File: config.mk
export PLATFORM = sky130hd
export DESIGN_NAME = decode_stage_flat
export DESIGN_NICKNAME = d
export VERILOG_FILES = /design/src/rtl/decode_stage_if.sv /design/src/rtl/decode_stage.sv /design/src/flat_wrapper.sv
export SDC_FILE = /design/constraint.sdc
export NUM_CORES = 1
export LEC_CHECK = 0
export ABC_AREA = 1
export BUFFER_PORTS_ARGS = -buffer_cell sky130_fd_sc_hd__clkbuf_2
export CORE_MARGIN = 2
export CORE_UTILIZATION = 51
export DETAILED_ROUTE_END_ITERATION = 7
export GPL_ROUTABILITY_DRIVEN = 0
export PLACE_DENSITY = 0.75
export SKIP_LAST_GASP = 1
export SLEW_MARGIN = 20
export SYNTH_ARGS = -nofsm -noshare
export SYNTH_HDL_FRONTEND = slang
export SYNTH_SLANG_ARGS = --single-unit
File: constraint.sdc
create_clock -name clk -period 9.3 [get_ports clk]
set_input_delay 0.93 -clock clk [delete_from_list [all_inputs] [get_ports clk]]
set_output_delay 0.93 -clock clk [all_outputs]
set_load 0.01 [all_outputs]
File: src/rtl/decode_stage_if.sv
// decode_stage_if: fetch-side and decode-side handshake bundles for decode_stage
interface decode_fetch_if #(parameter int XLEN = 32);
  logic            instr_valid;
  logic            instr_ready;
  logic [31:0]     instr;
  logic [XLEN-1:0] pc_in;
  logic [XLEN-1:0] r_rv1;
  logic [XLEN-1:0] r_rv2;
  modport master(output instr_valid, instr, pc_in, r_rv1, r_rv2, input instr_ready);
  modport slave(input instr_valid, instr, pc_in, r_rv1, r_rv2, output instr_ready);
endinterface

interface decode_out_if #(parameter int XLEN = 32, parameter int OP_W = 6);
  logic            dec_valid;
  logic            dec_ready;
  logic [OP_W-1:0] op;
  logic [4:0]      rs1;
  logic [4:0]      rs2;
  logic [4:0]      rd;
  logic [XLEN-1:0] rv1;
  logic [XLEN-1:0] rv2;
  logic [XLEN-1:0] imm;
  logic [XLEN-1:0] pc_out;
  logic            we;
  logic            illegal;
  modport master(output dec_valid, op, rs1, rs2, rd, rv1, rv2, imm, pc_out, we, illegal, input dec_ready);
  modport slave(input dec_valid, op, rs1, rs2, rd, rv1, rv2, imm, pc_out, we, illegal, output dec_ready);
endinterface

File: src/rtl/decode_stage.sv
// decode_stage: registered RV32I(+M) decoder with output register plus skid entry
module decode_stage #(
  parameter int XLEN    = 32,
  parameter int OP_W    = 6,
  parameter int EN_MEXT = 0,
  parameter int ZERO_RD = 1
) (
  input  logic        clk,
  input  logic        reset,
  input  logic        flush,
  decode_fetch_if.slave i_fetch,
  decode_out_if.master  o_dec
);
  typedef struct packed {
    logic [OP_W-1:0] op;
    logic [4:0]      rs1;
    logic [4:0]      rs2;
    logic [4:0]      rd;
    logic [XLEN-1:0] rv1;
    logic [XLEN-1:0] rv2;
    logic [XLEN-1:0] imm;
    logic [XLEN-1:0] pc;
    logic            we;
    logic            ill;
  } ent_t;

  logic [31:0]     w_in;
  logic [6:0]      w_opc;
  logic [2:0]      w_f3;
  logic [6:0]      w_f7;
  logic [XLEN-1:0] w_imm_i, w_imm_s, w_imm_b, w_imm_u, w_imm_j;
  logic [5:0]      w_code;
  logic [XLEN-1:0] w_imm, w_rv2;
  logic            w_ill, w_nowr, w_we, w_accept;
  ent_t            w_ent;
  ent_t            r_out, r_skid;
  logic            r_out_v, r_skid_v;

  assign w_in    = i_fetch.instr;
  assign w_opc   = w_in[6:0];
  assign w_f3    = w_in[14:12];
  assign w_f7    = w_in[31:25];
  assign w_imm_i = XLEN'($signed(w_in[31:20]));
  assign w_imm_s = XLEN'($signed({w_in[31:25], w_in[11:7]}));
  assign w_imm_b = XLEN'($signed({w_in[31], w_in[7], w_in[30:25], w_in[11:8], 1'b0}));
  assign w_imm_u = XLEN'($signed({w_in[31:12], 12'b0}));
  assign w_imm_j = XLEN'($signed({w_in[31], w_in[19:12], w_in[20], w_in[30:21], 1'b0}));

  // Decode opcode/funct fields into op code, immediate, operand 2 and legality
  always_comb begin
    w_code = 6'd0;
    w_ill  = 1'b0;
    w_nowr = 1'b0;
    w_imm  = '0;
    w_rv2  = i_fetch.r_rv2;
    case (w_opc)
      7'b0010011: begin
        w_imm = w_imm_i;
        w_rv2 = (w_f3 == 3'b001 || w_f3 == 3'b101) ? XLEN'(w_in[24:20]) : w_imm_i;
        case (w_f3)
          3'b000:  w_code = 6'd0;
          3'b010:  w_code = 6'd1;
          3'b011:  w_code = 6'd2;
          3'b100:  w_code = 6'd3;
          3'b110:  w_code = 6'd4;
          3'b111:  w_code = 6'd5;
          3'b001:  begin w_code = 6'd6; w_ill = w_f7 != 7'b0000000; end
          default: begin w_code = w_f7[5] ? 6'd7 : 6'd8; w_ill = {w_f7[6], w_f7[4:0]} != 6'b0; end
        endcase
      end
      7'b0110011: begin
        case (w_f7)
          7'b0000000: w_code = (w_f3 >= 3'd5) ? 6'd11 + {3'b0, w_f3} : 6'd10 + {3'b0, w_f3};
          7'b0100000: begin w_code = (w_f3 == 3'b000) ? 6'd9 : 6'd15; w_ill = w_f3 != 3'b000 && w_f3 != 3'b101; end
          7'b0000001: begin w_code = 6'd37 + {3'b0, w_f3}; w_ill = EN_MEXT == 0; end
          default:    w_ill = 1'b1;
        endcase
      end
      7'b0000011: begin
        w_imm  = w_imm_i;
        w_code = (w_f3 < 3'd3) ? 6'd19 + {3'b0, w_f3} : 6'd18 + {3'b0, w_f3};
        w_ill  = w_f3 == 3'd3 || w_f3 > 3'd5;
      end
      7'b0100011: begin
        w_imm  = w_imm_s;
        w_nowr = 1'b1;
        w_code = 6'd24 + {3'b0, w_f3};
        w_ill  = w_f3 > 3'd2;
      end
      7'b1100011: begin
        w_imm  = w_imm_b;
        w_nowr = 1'b1;
        w_code = (w_f3 < 3'd2) ? 6'd27 + {3'b0, w_f3} : 6'd25 + {3'b0, w_f3};
        w_ill  = w_f3 == 3'd2 || w_f3 == 3'd3;
      end
      7'b1101111: begin w_imm = w_imm_j; w_code = 6'd33; end
      7'b1100111: begin w_imm = w_imm_i; w_code = 6'd34; w_ill = w_f3 != 3'b000; end
      7'b0110111: begin w_imm = w_imm_u; w_code = 6'd35; end
      7'b0010111: begin w_imm = w_imm_u; w_code = 6'd36; end
      default:    w_ill = 1'b1;
    endcase
    if (w_ill) begin
      w_code = 6'd0;
      w_rv2  = i_fetch.r_rv2;
    end
  end

  assign w_we     = ~w_ill & ~w_nowr & ~(ZERO_RD != 0 && w_in[11:7] == 5'd0);
  assign w_accept = i_fetch.instr_valid & i_fetch.instr_ready;
  assign w_ent    = '{op: OP_W'(w_code), rs1: w_in[19:15], rs2: w_in[24:20], rd: w_in[11:7],
                      rv1: i_fetch.r_rv1, rv2: w_rv2, imm: w_imm, pc: i_fetch.pc_in, we: w_we, ill: w_ill};

  // Ready depends only on registered skid state, never on dec_ready
  assign i_fetch.instr_ready = ~r_skid_v & ~reset;

  assign o_dec.dec_valid = r_out_v;
  assign o_dec.op        = r_out.op;
  assign o_dec.rs1       = r_out.rs1;
  assign o_dec.rs2       = r_out.rs2;
  assign o_dec.rd        = r_out.rd;
  assign o_dec.rv1       = r_out.rv1;
  assign o_dec.rv2       = r_out.rv2;
  assign o_dec.imm       = r_out.imm;
  assign o_dec.pc_out    = r_out.pc;
  assign o_dec.we        = r_out.we;
  assign o_dec.illegal   = r_out.ill;

  // Output register refills from skid first, then from a new accept; stalled accepts park in skid
  always_ff @(posedge clk or posedge reset) begin
    if (reset) begin
      r_out_v  <= 1'b0;
      r_skid_v <= 1'b0;
      r_out    <= '0;
      r_skid   <= '0;
    end else if (flush) begin
      r_out_v  <= 1'b0;
      r_skid_v <= 1'b0;
    end else if (!r_out_v || o_dec.dec_ready) begin
      r_out_v  <= r_skid_v | w_accept;
      r_skid_v <= 1'b0;
      if (r_skid_v) r_out <= r_skid;
      else if (w_accept) r_out <= w_ent;
    end else if (w_accept) begin
      r_skid   <= w_ent;
      r_skid_v <= 1'b1;
    end
  end
endmodule

File: src/flat_wrapper.sv
// flat-port wrapper written by rule: the top's interface ports become plain ports
module decode_stage_flat 
#(
  parameter int XLEN    = 32,
  parameter int OP_W    = 6,
  parameter int EN_MEXT = 0,
  parameter int ZERO_RD = 1
)
  (clk, reset, flush, i_fetch_instr_valid, i_fetch_instr, i_fetch_pc_in, i_fetch_r_rv1, i_fetch_r_rv2, i_fetch_instr_ready, o_dec_dec_valid, o_dec_op, o_dec_rs1, o_dec_rs2, o_dec_rd, o_dec_rv1, o_dec_rv2, o_dec_imm, o_dec_pc_out, o_dec_we, o_dec_illegal, o_dec_dec_ready);
  decode_fetch_if #(.XLEN(XLEN)) i_fetch_i ();
  decode_out_if #(.XLEN(XLEN), .OP_W(OP_W)) o_dec_i ();
  input  logic clk;
  input  logic reset;
  input  logic flush;
  input wire logic [$bits(i_fetch_i.instr_valid)-1:0] i_fetch_instr_valid;
  input wire logic [$bits(i_fetch_i.instr)-1:0] i_fetch_instr;
  input wire logic [$bits(i_fetch_i.pc_in)-1:0] i_fetch_pc_in;
  input wire logic [$bits(i_fetch_i.r_rv1)-1:0] i_fetch_r_rv1;
  input wire logic [$bits(i_fetch_i.r_rv2)-1:0] i_fetch_r_rv2;
  output wire logic [$bits(i_fetch_i.instr_ready)-1:0] i_fetch_instr_ready;
  output wire logic [$bits(o_dec_i.dec_valid)-1:0] o_dec_dec_valid;
  output wire logic [$bits(o_dec_i.op)-1:0] o_dec_op;
  output wire logic [$bits(o_dec_i.rs1)-1:0] o_dec_rs1;
  output wire logic [$bits(o_dec_i.rs2)-1:0] o_dec_rs2;
  output wire logic [$bits(o_dec_i.rd)-1:0] o_dec_rd;
  output wire logic [$bits(o_dec_i.rv1)-1:0] o_dec_rv1;
  output wire logic [$bits(o_dec_i.rv2)-1:0] o_dec_rv2;
  output wire logic [$bits(o_dec_i.imm)-1:0] o_dec_imm;
  output wire logic [$bits(o_dec_i.pc_out)-1:0] o_dec_pc_out;
  output wire logic [$bits(o_dec_i.we)-1:0] o_dec_we;
  output wire logic [$bits(o_dec_i.illegal)-1:0] o_dec_illegal;
  input wire logic [$bits(o_dec_i.dec_ready)-1:0] o_dec_dec_ready;
  assign i_fetch_i.instr_valid = i_fetch_instr_valid;
  assign i_fetch_i.instr = i_fetch_instr;
  assign i_fetch_i.pc_in = i_fetch_pc_in;
  assign i_fetch_i.r_rv1 = i_fetch_r_rv1;
  assign i_fetch_i.r_rv2 = i_fetch_r_rv2;
  assign i_fetch_instr_ready = i_fetch_i.instr_ready;
  assign o_dec_dec_valid = o_dec_i.dec_valid;
  assign o_dec_op = o_dec_i.op;
  assign o_dec_rs1 = o_dec_i.rs1;
  assign o_dec_rs2 = o_dec_i.rs2;
  assign o_dec_rd = o_dec_i.rd;
  assign o_dec_rv1 = o_dec_i.rv1;
  assign o_dec_rv2 = o_dec_i.rv2;
  assign o_dec_imm = o_dec_i.imm;
  assign o_dec_pc_out = o_dec_i.pc_out;
  assign o_dec_we = o_dec_i.we;
  assign o_dec_illegal = o_dec_i.illegal;
  assign o_dec_i.dec_ready = o_dec_dec_ready;
  decode_stage #(.XLEN(XLEN), .OP_W(OP_W), .EN_MEXT(EN_MEXT), .ZERO_RD(ZERO_RD)) u_core (.clk(clk), .reset(reset), .flush(flush), .i_fetch(i_fetch_i), .o_dec(o_dec_i));
endmodule
==> metrics.cfg, run 1 <==
[global_route]
grt_pass1_wl_mm=65.12
track_usage_pct=25.91
grt_pass1_vias=12680
overflow=0
antenna_found_initial=0
grt_max_degree=190

[route]
drc=0
drtIter0Drc=1275
detail-route-antenna-nets=0
totalWireLength_mm=40.09
vias=13630
avgRoutedWirePerCell_um=15.46
drt_first_pass_iters=5
avgViaCountPerCell=5.256

[yosys]
ys_seq_elements=304
synth_cells=1973
synth_edf_count=0
ys_dominant_reg_cell=dfrtp_1
synthesis.area_mm2=0.01505
ys_warn_count=0
yosysTopAreaCellShare_pct=50.55
ys_top_cells_by_count=702 x nand2_1, 343 x o21ai_0, 304 x dfrtp_1
synth_top_cell_by_area=dfrtp_1
synth_cell_type_count=36
ys_top_cells_by_area=dfrtp_1 51%, nand2_1 18%, o21ai_0 11%
syn_avg_cell_area_um2=7.627
synth.most_common_cell=nand2_1
seq_area_frac_synth_pct=50.55
ys_async_sr_fraction_pct=100.0
syn-num-nets=2122

[cells_and_area]
num-fill-cells=2652
fin_util_pct=60.84
num-nets-final=2336
area_growth_pct=16.67
drive_above_1_share_pct=17.52
diodes=0
fin_area_mm2=0.01756

[critical_path]
r2r_cells=11
crit_buf_inv=3
critPathKind=register to register
crit_fanout=189
r2r_end=u_core.o_dec.imm[8]
endpoint_kind=register
crit_family=buffers and inverters
r2r_start=u_core.r_skid_v
startpoint_type=register
worstPathRequired_ps=9690
cp_common_cell=nand2_1
max_stage_delay_ps=820
crit_path_cell_trace=buf_4 > nor2_1 > nand2_1 > nand2_1 > nand2_1 > nor2_1 > inv_8 > buf_4 > a21oi_1 > o21ai_0 > o21a_1
cp_slowest_cell=nor2_1
rrSetupSlack_ps=5080
crit_arrival_ps=4610

[die]
core_area_mm2=0.02886
io_pins=286
dieArea_mm2=0.03090
start_util_pct=52.15
die_h_um=175.8
placementRows=62
die_x_um=175.8

[clocking]
root_buffer=clkbuf_16
cts.sinks=304
cts-resized-gates=0
numCtsBuffers=34
cts_hold_buf=0
path_clk_slew_ps=60
cts_setup_buffers=0
h-tree-depth=2
clock_path_buffers=3
clkLatencyLatePin_ps=500
cts_tree=done

[sta]
post-route-period-util_pct=45.37
period_needed_ps=4219
tightestPinTransition_ps=1132
slew_headroom_pct=24.55
skew_ps=9.232
rsz0062_at_grt=no
hold_ws_ps=475.3
setup_viol=0
max_freq_mhz=237.0
hold_violations=0
fin_ws_ps=5081
slew_viol_final=0
finalSetupTns_ps=0

[placement]
post-place-ws_ps=5116
placed_cell_area_mm2=0.01655
portBuffers=285
hpwl_mm=25.94

[pwr]
cellPowerDensity_mw_per_mm2=198.8
peakVddDrop_uv=116.7
p_leak_nw=9.851

[worst_hold_path]
hold_end=u_core.o_dec.imm[14]
whs_path_depth=2
holdCritStartpoint=u_core.o_dec.imm[14]
hold_path.class=register to register

[run_status]
status=finished clean

[flow_run]
max_cap_violations=0

where the power goes:
group	switching [mW]	total, mW	internal, mW
logic	0.363	0.587	0.224
registers	0.113	1.67	1.55
clock network	0.526	1.24	0.711
total	1.00	3.49	2.49
worst max-delay path by stage:
stage,start,to,cells after the start
2_1_floorplan,reset,u_core.o_dec.dec_valid,1
3_3_place_gp,reset,u_core.o_dec.imm[5],11
3_5_place_dp,reset,u_core.o_dec.imm[8],11
4_1_cts,u_core.r_skid_v,u_core.o_dec.imm[8],11
5_1_grt,u_core.r_skid_v,u_core.o_dec.imm[8],11
6_report,u_core.r_skid_v,u_core.o_dec.imm[8],11
logic make-up after synthesis:
group                    synth area share (%)
AND/OR/NAND/NOR                         24.29
buffers and inverters                   8.132
flip-flops                              50.55
adder cells (fa/ha/maj)                 1.330
AO/OA/AOI/OAI                           15.70
placed cells by master, fill, tap and decap left out, drive strengths merged, types with 5 or more instances in the layout:
cell type | netlist | layout
nand2 | 710 | 710
o21ai | 376 | 376
clkbuf | 90 | 334
dfrtp | 304 | 304
inv | 186 | 187
nand3 | 99 | 99
a21oi | 69 | 69
nor2 | 68 | 68
ha | 16 | 16
buf | 27 | 10
clkinv | 1 | 8
o22ai | 7 | 7
nand4 | 7 | 7
o21a | 5 | 5
worst min-delay path, delay by kind of cell, from the launching register on:
kind / cells / cell delay, ps
simple gates: 2 / 100
flops: 1 / 340
metal layers:
metal,track usage [%],vias to the layer above,wire length [µm]
li1,-,6718,-
met1,37.14,6334,17910
met2,39.68,489,17970
met3,4.632,89,2827
met4,9.263,0,1381
met5,0,-,0
registers in the layout, indices dropped and copies added (netlist names):
register / flops
u_core.r_skid: 151
u_core.o_dec.imm: 32
u_core.o_dec.pc_out: 32
u_core.o_dec.rv1: 32
u_core.o_dec.rv2: 32
u_core.o_dec.op: 6
u_core.o_dec.rd: 5
u_core.o_dec.rs1: 5
u_core.o_dec.rs2: 5
u_core.o_dec.dec_valid: 1
u_core.o_dec.illegal: 1
u_core.o_dec.we: 1
u_core.r_skid_v: 1
cell type report:
cell class                      count  area [µm²]  area share [%]
Sequential cell                   304        7611           43.35
Multi-Input combinational cell   1365        6222           35.44
Timing Repair Buffer              295        1518           8.645
Clock buffer                       49       948.4           5.402
Inverter                          187       720.7           4.105
Tap cell                          384       480.5           2.737
Clock inverter                      9       56.30          0.3207
stage by stage:
step,total power [mW],std cells
after global placement,2.253,2535
after floorplan,2.022,1973
after global routing,3.680,2593
final,3.490,2593
after detailed placement,2.276,2535
after CTS,3.522,2593
Note: power is estimated with default switching activity, not from simulation.
==> run 2, diff against run 1 <==
--- a/config.mk
+++ b/config.mk
@@ -5,13 +5,13 @@
 export SDC_FILE = /design/constraint.sdc
 export NUM_CORES = 1
 export LEC_CHECK = 0
-export ABC_AREA = 1
+export ABC_AREA = 0
 export BUFFER_PORTS_ARGS = -buffer_cell sky130_fd_sc_hd__clkbuf_2
 export CORE_MARGIN = 2
-export CORE_UTILIZATION = 51
+export CORE_UTILIZATION = 55
 export DETAILED_ROUTE_END_ITERATION = 7
 export GPL_ROUTABILITY_DRIVEN = 0
-export PLACE_DENSITY = 0.75
+export PLACE_DENSITY = 0.78
 export SKIP_LAST_GASP = 1
 export SLEW_MARGIN = 20
 export SYNTH_ARGS = -nofsm -noshare
==> constraint.sdc (replaced) <==
create_clock -name clk -period 4.1 [get_ports clk]
set_input_delay 0.41 -clock clk [delete_from_list [all_inputs] [get_ports clk]]
set_output_delay 0.41 -clock clk [all_outputs]
set_load 0.01 [all_outputs]
==> metrics.cfg, run 2 <==
[critical_path]
crit_cells=6
endpoint_kind=register
max_stage_delay_ps=930
startpoint_type=register
crit_buf_inv=1
crit_arrival_ps=3310
critPathKind=register to register
crit_family=compound AO/OA/AOI/OAI gates
r2r_cells=6
worstPathRequired_ps=4480
crit_path_cell_trace=buf_4 > a21oi_1 > nor3_2 > nand2_1 > a21oi_2 > a21oi_1
cp_slowest_cell=a21oi_2
crit_fanout=55
cp_common_cell=a21oi_1

[route]
drc=0
drtIter0Drc=1220
avgRoutedWirePerCell_um=18.06
avgViaCountPerCell=5.679
wl_met2_mm=18.25
drt_first_pass_iters=6
vias=11970
route.met3.wl_mm=3.000
highest_layer=met4
totalWireLength_mm=38.06
detail-route-antenna-nets=0
wl_met1_mm=15.55

[clocking]
cts_hold_buf=0
numCtsBuffers=31
cts_setup_buffers=0
cts_tree=done
clkLatencyLatePin_ps=560
root_buffer=clkbuf_16
h-tree-depth=1
clock_path_buffers=3
cts-resized-gates=0
path_clk_slew_ps=60
cts.sinks=304

[die]
die_h_um=164.4
io_pins=286
die_x_um=164.4
placementRows=58
core_area_mm2=0.02525
start_util_pct=56.05
dieArea_mm2=0.02704

[yosys]
ys_warn_count=0
synth.most_common_cell=nand2_1
synth_cells=1529
synthesis.area_mm2=0.01415
ys_dominant_reg_cell=dfrtp_1
seq_area_frac_synth_pct=53.74
ys_top_cells_by_area=dfrtp_1 54%, nand2_1 12%, mux2i_1 7.3%
ys_async_sr_fraction_pct=100.0
ys_seq_elements=304
syn-num-nets=1678
synth_edf_count=0
yosysTopAreaCellShare_pct=53.74
synth_cell_type_count=60
ys_top_cells_by_count=442 x nand2_1, 304 x dfrtp_1, 201 x o21ai_0
syn_avg_cell_area_um2=9.258
synth_top_cell_by_area=dfrtp_1

[run_status]
status=finished clean

[sta]
hold_violations=0
tightestPinTransition_ps=1122
skew_ps=26.73
slew_viol_final=0
period_needed_ps=2926
hold_ws_ps=56.09
slew_headroom_pct=25.18
setup_viol=0
max_freq_mhz=341.7
rsz0062_at_grt=no
post-route-period-util_pct=71.38

[pwr]
cellPowerDensity_mw_per_mm2=453.9
peakVddDrop_uv=338.3
power.total_mw=7.597
p_leak_nw=8.107

[cells_and_area]
diodes=0
layout_common_cells=442 x nand2_1, 303 x dfrtp_1, 285 x clkbuf_2
drive_above_1_share_pct=21.16
final_common_cell=nand2_1
fin_util_pct=66.28
largest_register=u_core.r_skid
largest_reg_flops=151
final_cells=2107
num-nets-final=1905
area_growth_pct=18.24

[global_route]
overflow=0
track_usage_pct=27.68
grt_pass1_wl_mm=59.58
grt_pass1_vias=11370
grt_max_degree=172
antenna_found_initial=0

[worst_hold_path]
hold_path.class=input pin to register
whs_path_depth=3

[placement]
portBuffers=285
hpwl_mm=25.30
dp.cells=2053

[flow_run]
max_cap_violations=0

-- run 2: cell count changes after synthesis, sizes merged, moves of 30 or more --
| cell | previous run | this run |
|---|---|---|
| a21oi | 69 | 99 |
| inv | 186 | 23 |
| mux2i | 0 | 103 |
| nand2 | 710 | 442 |
| nand3 | 99 | 11 |
| o21ai | 376 | 204 |
-- run 2: layout make-up --
type / instances / area [µm²]
Fill cell: 2047 / 8517
Sequential cell: 304 / 7611
Multi-Input combinational cell: 1095 / 6067
Timing Repair Buffer: 301 / 1584
Clock buffer: 46 / 882.1
Tap cell: 330 / 412.9
Clock inverter: 8 / 90.09
Inverter: 23 / 90.09
-- run 2: power by group --
group | switching, mW | internal [mW] | total (mW) | leakage [nW]
sequential | 0.233 | 3.43 | 3.66 | 3.93
combinational | 0.703 | 0.480 | 1.18 | 3.70
clock | 1.15 | 1.60 | 2.75 | 0.482
-- run 2: kinds of logic (layout without fill, tap and decap cells) --
group,Yosys count,after routing,share of synthesized area (%)
adders and majority gates,16,16,1.414
muxes,121,121,8.716
buffers and inverters,130,378,3.571
xor gates and xnor gates,2,2,0.1238
AOI/OAI and AO/OA,369,369,14.50
DFF,304,304,53.74
and+or+nand+nor,587,587,17.94
-- run 2: path summary, 6_finish.rpt --
kind	end	start	slack, ps
hold reg to reg	u_core.r_skid[109]	u_core.r_skid[109]	470
setup reg to reg	u_core.o_dec.rv2[12]	u_core.r_skid_v	1170
hold / removal	u_core.r_skid[109]	i_fetch_r_rv1[11]	60
setup / recovery	u_core.o_dec.rv2[12]	u_core.r_skid_v	1170
min in group asynchronous	u_core.o_dec.rv2[11]	reset	230
max in group asynchronous	u_core.o_dec.pc_out[28]	reset	2480
-- run 2: worst register-to-register path, stage by stage, from the launching register on --
cell     delay [ps]
dfrtp_4         400
buf_4           550
a21oi_1         200
nor3_2          190
nand2_1         310
a21oi_2         930
a21oi_1         190
-- run 2: stage by stage --
| stage | instance area (µm²) | setup slack [ps] | TNS (ps) |
|---|---|---|---|
| 2_1_floorplan | 14330 | -2387 | -464320 |
| 3_3_place_gp | 15770 | 874.0 | 0 |
| 3_5_place_dp | 15770 | 791.8 | 0 |
| 4_1_cts | 16740 | 1164 | 0 |
| 5_1_grt | 16740 | 972.0 | 0 |
| 6_report | 16740 | 1174 | 0 |
-- run 2: metal layers --
layer	vias to the layer above	track usage, %
met5	-	0
met4	0	9.486
met3	91	5.299
met2	455	46.39
met1	5744	36.28
li1	5676	-
==> run 3, diff against run 2 <==
--- a/config.mk
+++ b/config.mk
@@ -8,10 +8,10 @@
 export ABC_AREA = 0
 export BUFFER_PORTS_ARGS = -buffer_cell sky130_fd_sc_hd__clkbuf_2
 export CORE_MARGIN = 2
-export CORE_UTILIZATION = 55
+export CORE_UTILIZATION = 50
 export DETAILED_ROUTE_END_ITERATION = 7
 export GPL_ROUTABILITY_DRIVEN = 0
-export PLACE_DENSITY = 0.78
+export PLACE_DENSITY = 0.75
 export SKIP_LAST_GASP = 1
 export SLEW_MARGIN = 20
 export SYNTH_ARGS = -nofsm -noshare
==> constraint.sdc (replaced) <==
create_clock -name clk -period 2.4 [get_ports clk]
set_input_delay 0.24 -clock clk [delete_from_list [all_inputs] [get_ports clk]]
set_output_delay 0.24 -clock clk [all_outputs]
set_load 0.01 [all_outputs]
==> metrics.cfg, run 3 (synthesis results as in run 2) <==
[critical_path]
worstPathRequired_ps=2790
rrSetupSlack_ps=450
cp_slowest_cell=or4_1
endpoint_kind=register
startpoint_type=input pin
r2r_start=u_core.r_skid_v
max_stage_delay_ps=550
crit_arrival_ps=2380
crit_path_cell_trace=clkbuf_2 > ha_1 > ha_1 > or4_1 > nand2_1 > a21o_1 > buf_12 > mux2i_1 > mux2i_1 > mux2_2
critPathKind=input pin to register
crit_fanout=12
r2r_cells=5
r2r_end=u_core.o_dec.illegal

[cells_and_area]
area_growth_pct=29.19
drive_above_1_share_pct=22.17
final_common_cell=nand2_1
fin_area_mm2=0.01829
num-fill-cells=2212
layout_common_cells=442 x nand2_1, 303 x dfrtp_1, 285 x clkbuf_2
diodes=0
fin_util_pct=65.64
largest_register=u_core.r_skid
largest_reg_flops=151
num-nets-final=2044

[sta]
max_freq_mhz=500.4
tightestPinTransition_ps=865.2
hold_ws_ps=-26.98
period_needed_ps=1998
hold_violations=3
rsz0062_at_grt=no
fin_ws_ps=401.7
post-route-period-util_pct=83.26
setup_viol=0
slew_viol_final=0
skew_ps=8.839
slew_headroom_pct=42.32

[clocking]
numCtsBuffers=34
clock_path_buffers=3
root_buffer=clkbuf_16
cts.sinks=304
clkLatencyLatePin_ps=500
cts_tree=done
cts-resized-gates=0
h-tree-depth=2
path_clk_slew_ps=60

[placement]
portBuffers=285
hpwl_mm=25.47
placed_cell_area_mm2=0.01624
post-place-ws_ps=-83.60

[global_route]
grt_max_degree=159
track_usage_pct=26.91
overflow=0
grt_pass1_wl_mm=63.32
grt_pass1_vias=12090
antenna_found_initial=0

[route]
avgRoutedWirePerCell_um=17.61
drtIter0Drc=1178
detail-route-antenna-nets=0
drc=0
drt_first_pass_iters=5
avgViaCountPerCell=5.450
totalWireLength_mm=40.42
vias=12510

[run_status]
status=finished with violations
violations=negative hold slack

[die]
io_pins=286
die_x_um=172.3
dieArea_mm2=0.02967
core_area_mm2=0.02786
placementRows=61
die_h_um=172.3
start_util_pct=50.81

[worst_hold_path]
hold_path.class=input pin to asynchronous set/reset pin

[pwr]
peakVddDrop_uv=604.9
power.total_mw=13.67
p_int_mw=9.949
switching_share_pct=27.23
cellPowerDensity_mw_per_mm2=747.7
pwr-share-seq_pct=45.9
p_switching_mw=3.723
pwr-share-comb_pct=16.2
p_leak_nw=8.800
clock_power_share_pct=37.8

[flow_run]
max_cap_violations=0

==> run 3: layout make-up <==
class	instances	area, µm²	area share [%]
clock buffer	46	957.2	5.234
clock inverter	12	147.6	0.8074
inverter	23	90.09	0.4926
multi-input combinational	1095	6067	33.18
sequential	304	7611	41.62
tap	378	473.0	2.586
timing repair buffer	437	2940	16.08
==> run 3: timing repair <==
item	CTS	global route
endpoints found under the setup margin	0	0
setup buffers	0	0
hold buffers	94	0
hold endpoints to repair	115	0
==> run 3: power by group through the flow <==
stage / sequential (mW) / clock (mW) / combinational (mW)
floorplan: 6.46 / 0 / 0.999
global placement: 6.32 / 0 / 2.01
detailed placement: 6.35 / 0 / 2.07
CTS: 6.26 / 5.26 / 2.21
global route: 6.36 / 5.48 / 2.49
finish: 6.28 / 5.17 / 2.22
==> run 3: layer usage <==
metal / wire length (µm) / global-route usage, % / up-vias
met1: 17080 / 35.16 / 5978
met5: 0 / 0 / -
li1: - / - / 5954
met4: 1260 / 8.550 / 0
met2: 18840 / 44.46 / 488
met3: 3239 / 6.455 / 87
==> run 3: worst max-delay path, delay by kind of cell <==
| kind | cells | cell delay, ps |
|---|---|---|
| AND/OR/NAND/NOR | 2 | 670 |
| AO/OA/AOI/OAI | 1 | 170 |
| adder cells (fa/ha/maj) | 2 | 400 |
| buffers and inverters | 2 | 260 |
| multiplexers | 3 | 650 |
==> run 3: stage by stage <==
stage               std cells  setup TNS, ps
global route             2295              0
global placement         2143         -238.8
floorplan                1529       -1163530
CTS                      2295              0
finish                   2295              0
detailed placement       2143         -586.9
==> run 3: worst max-delay path by stage <==
stage,cells past startpoint,endpoint,start,slack (ps)
after global routing,10,u_core.o_dec.rv2[7],i_fetch_instr[12],320
after floorplan,6,u_core.o_dec.imm[17],reset,-3920
after CTS,10,u_core.o_dec.rv2[0],i_fetch_instr[12],420
final,10,u_core.o_dec.rv2[7],i_fetch_instr[12],400
after detailed placement,10,u_core.o_dec.rv2[8],i_fetch_instr[12],-80
after global placement,10,u_core.o_dec.rv2[1],i_fetch_instr[12],-30
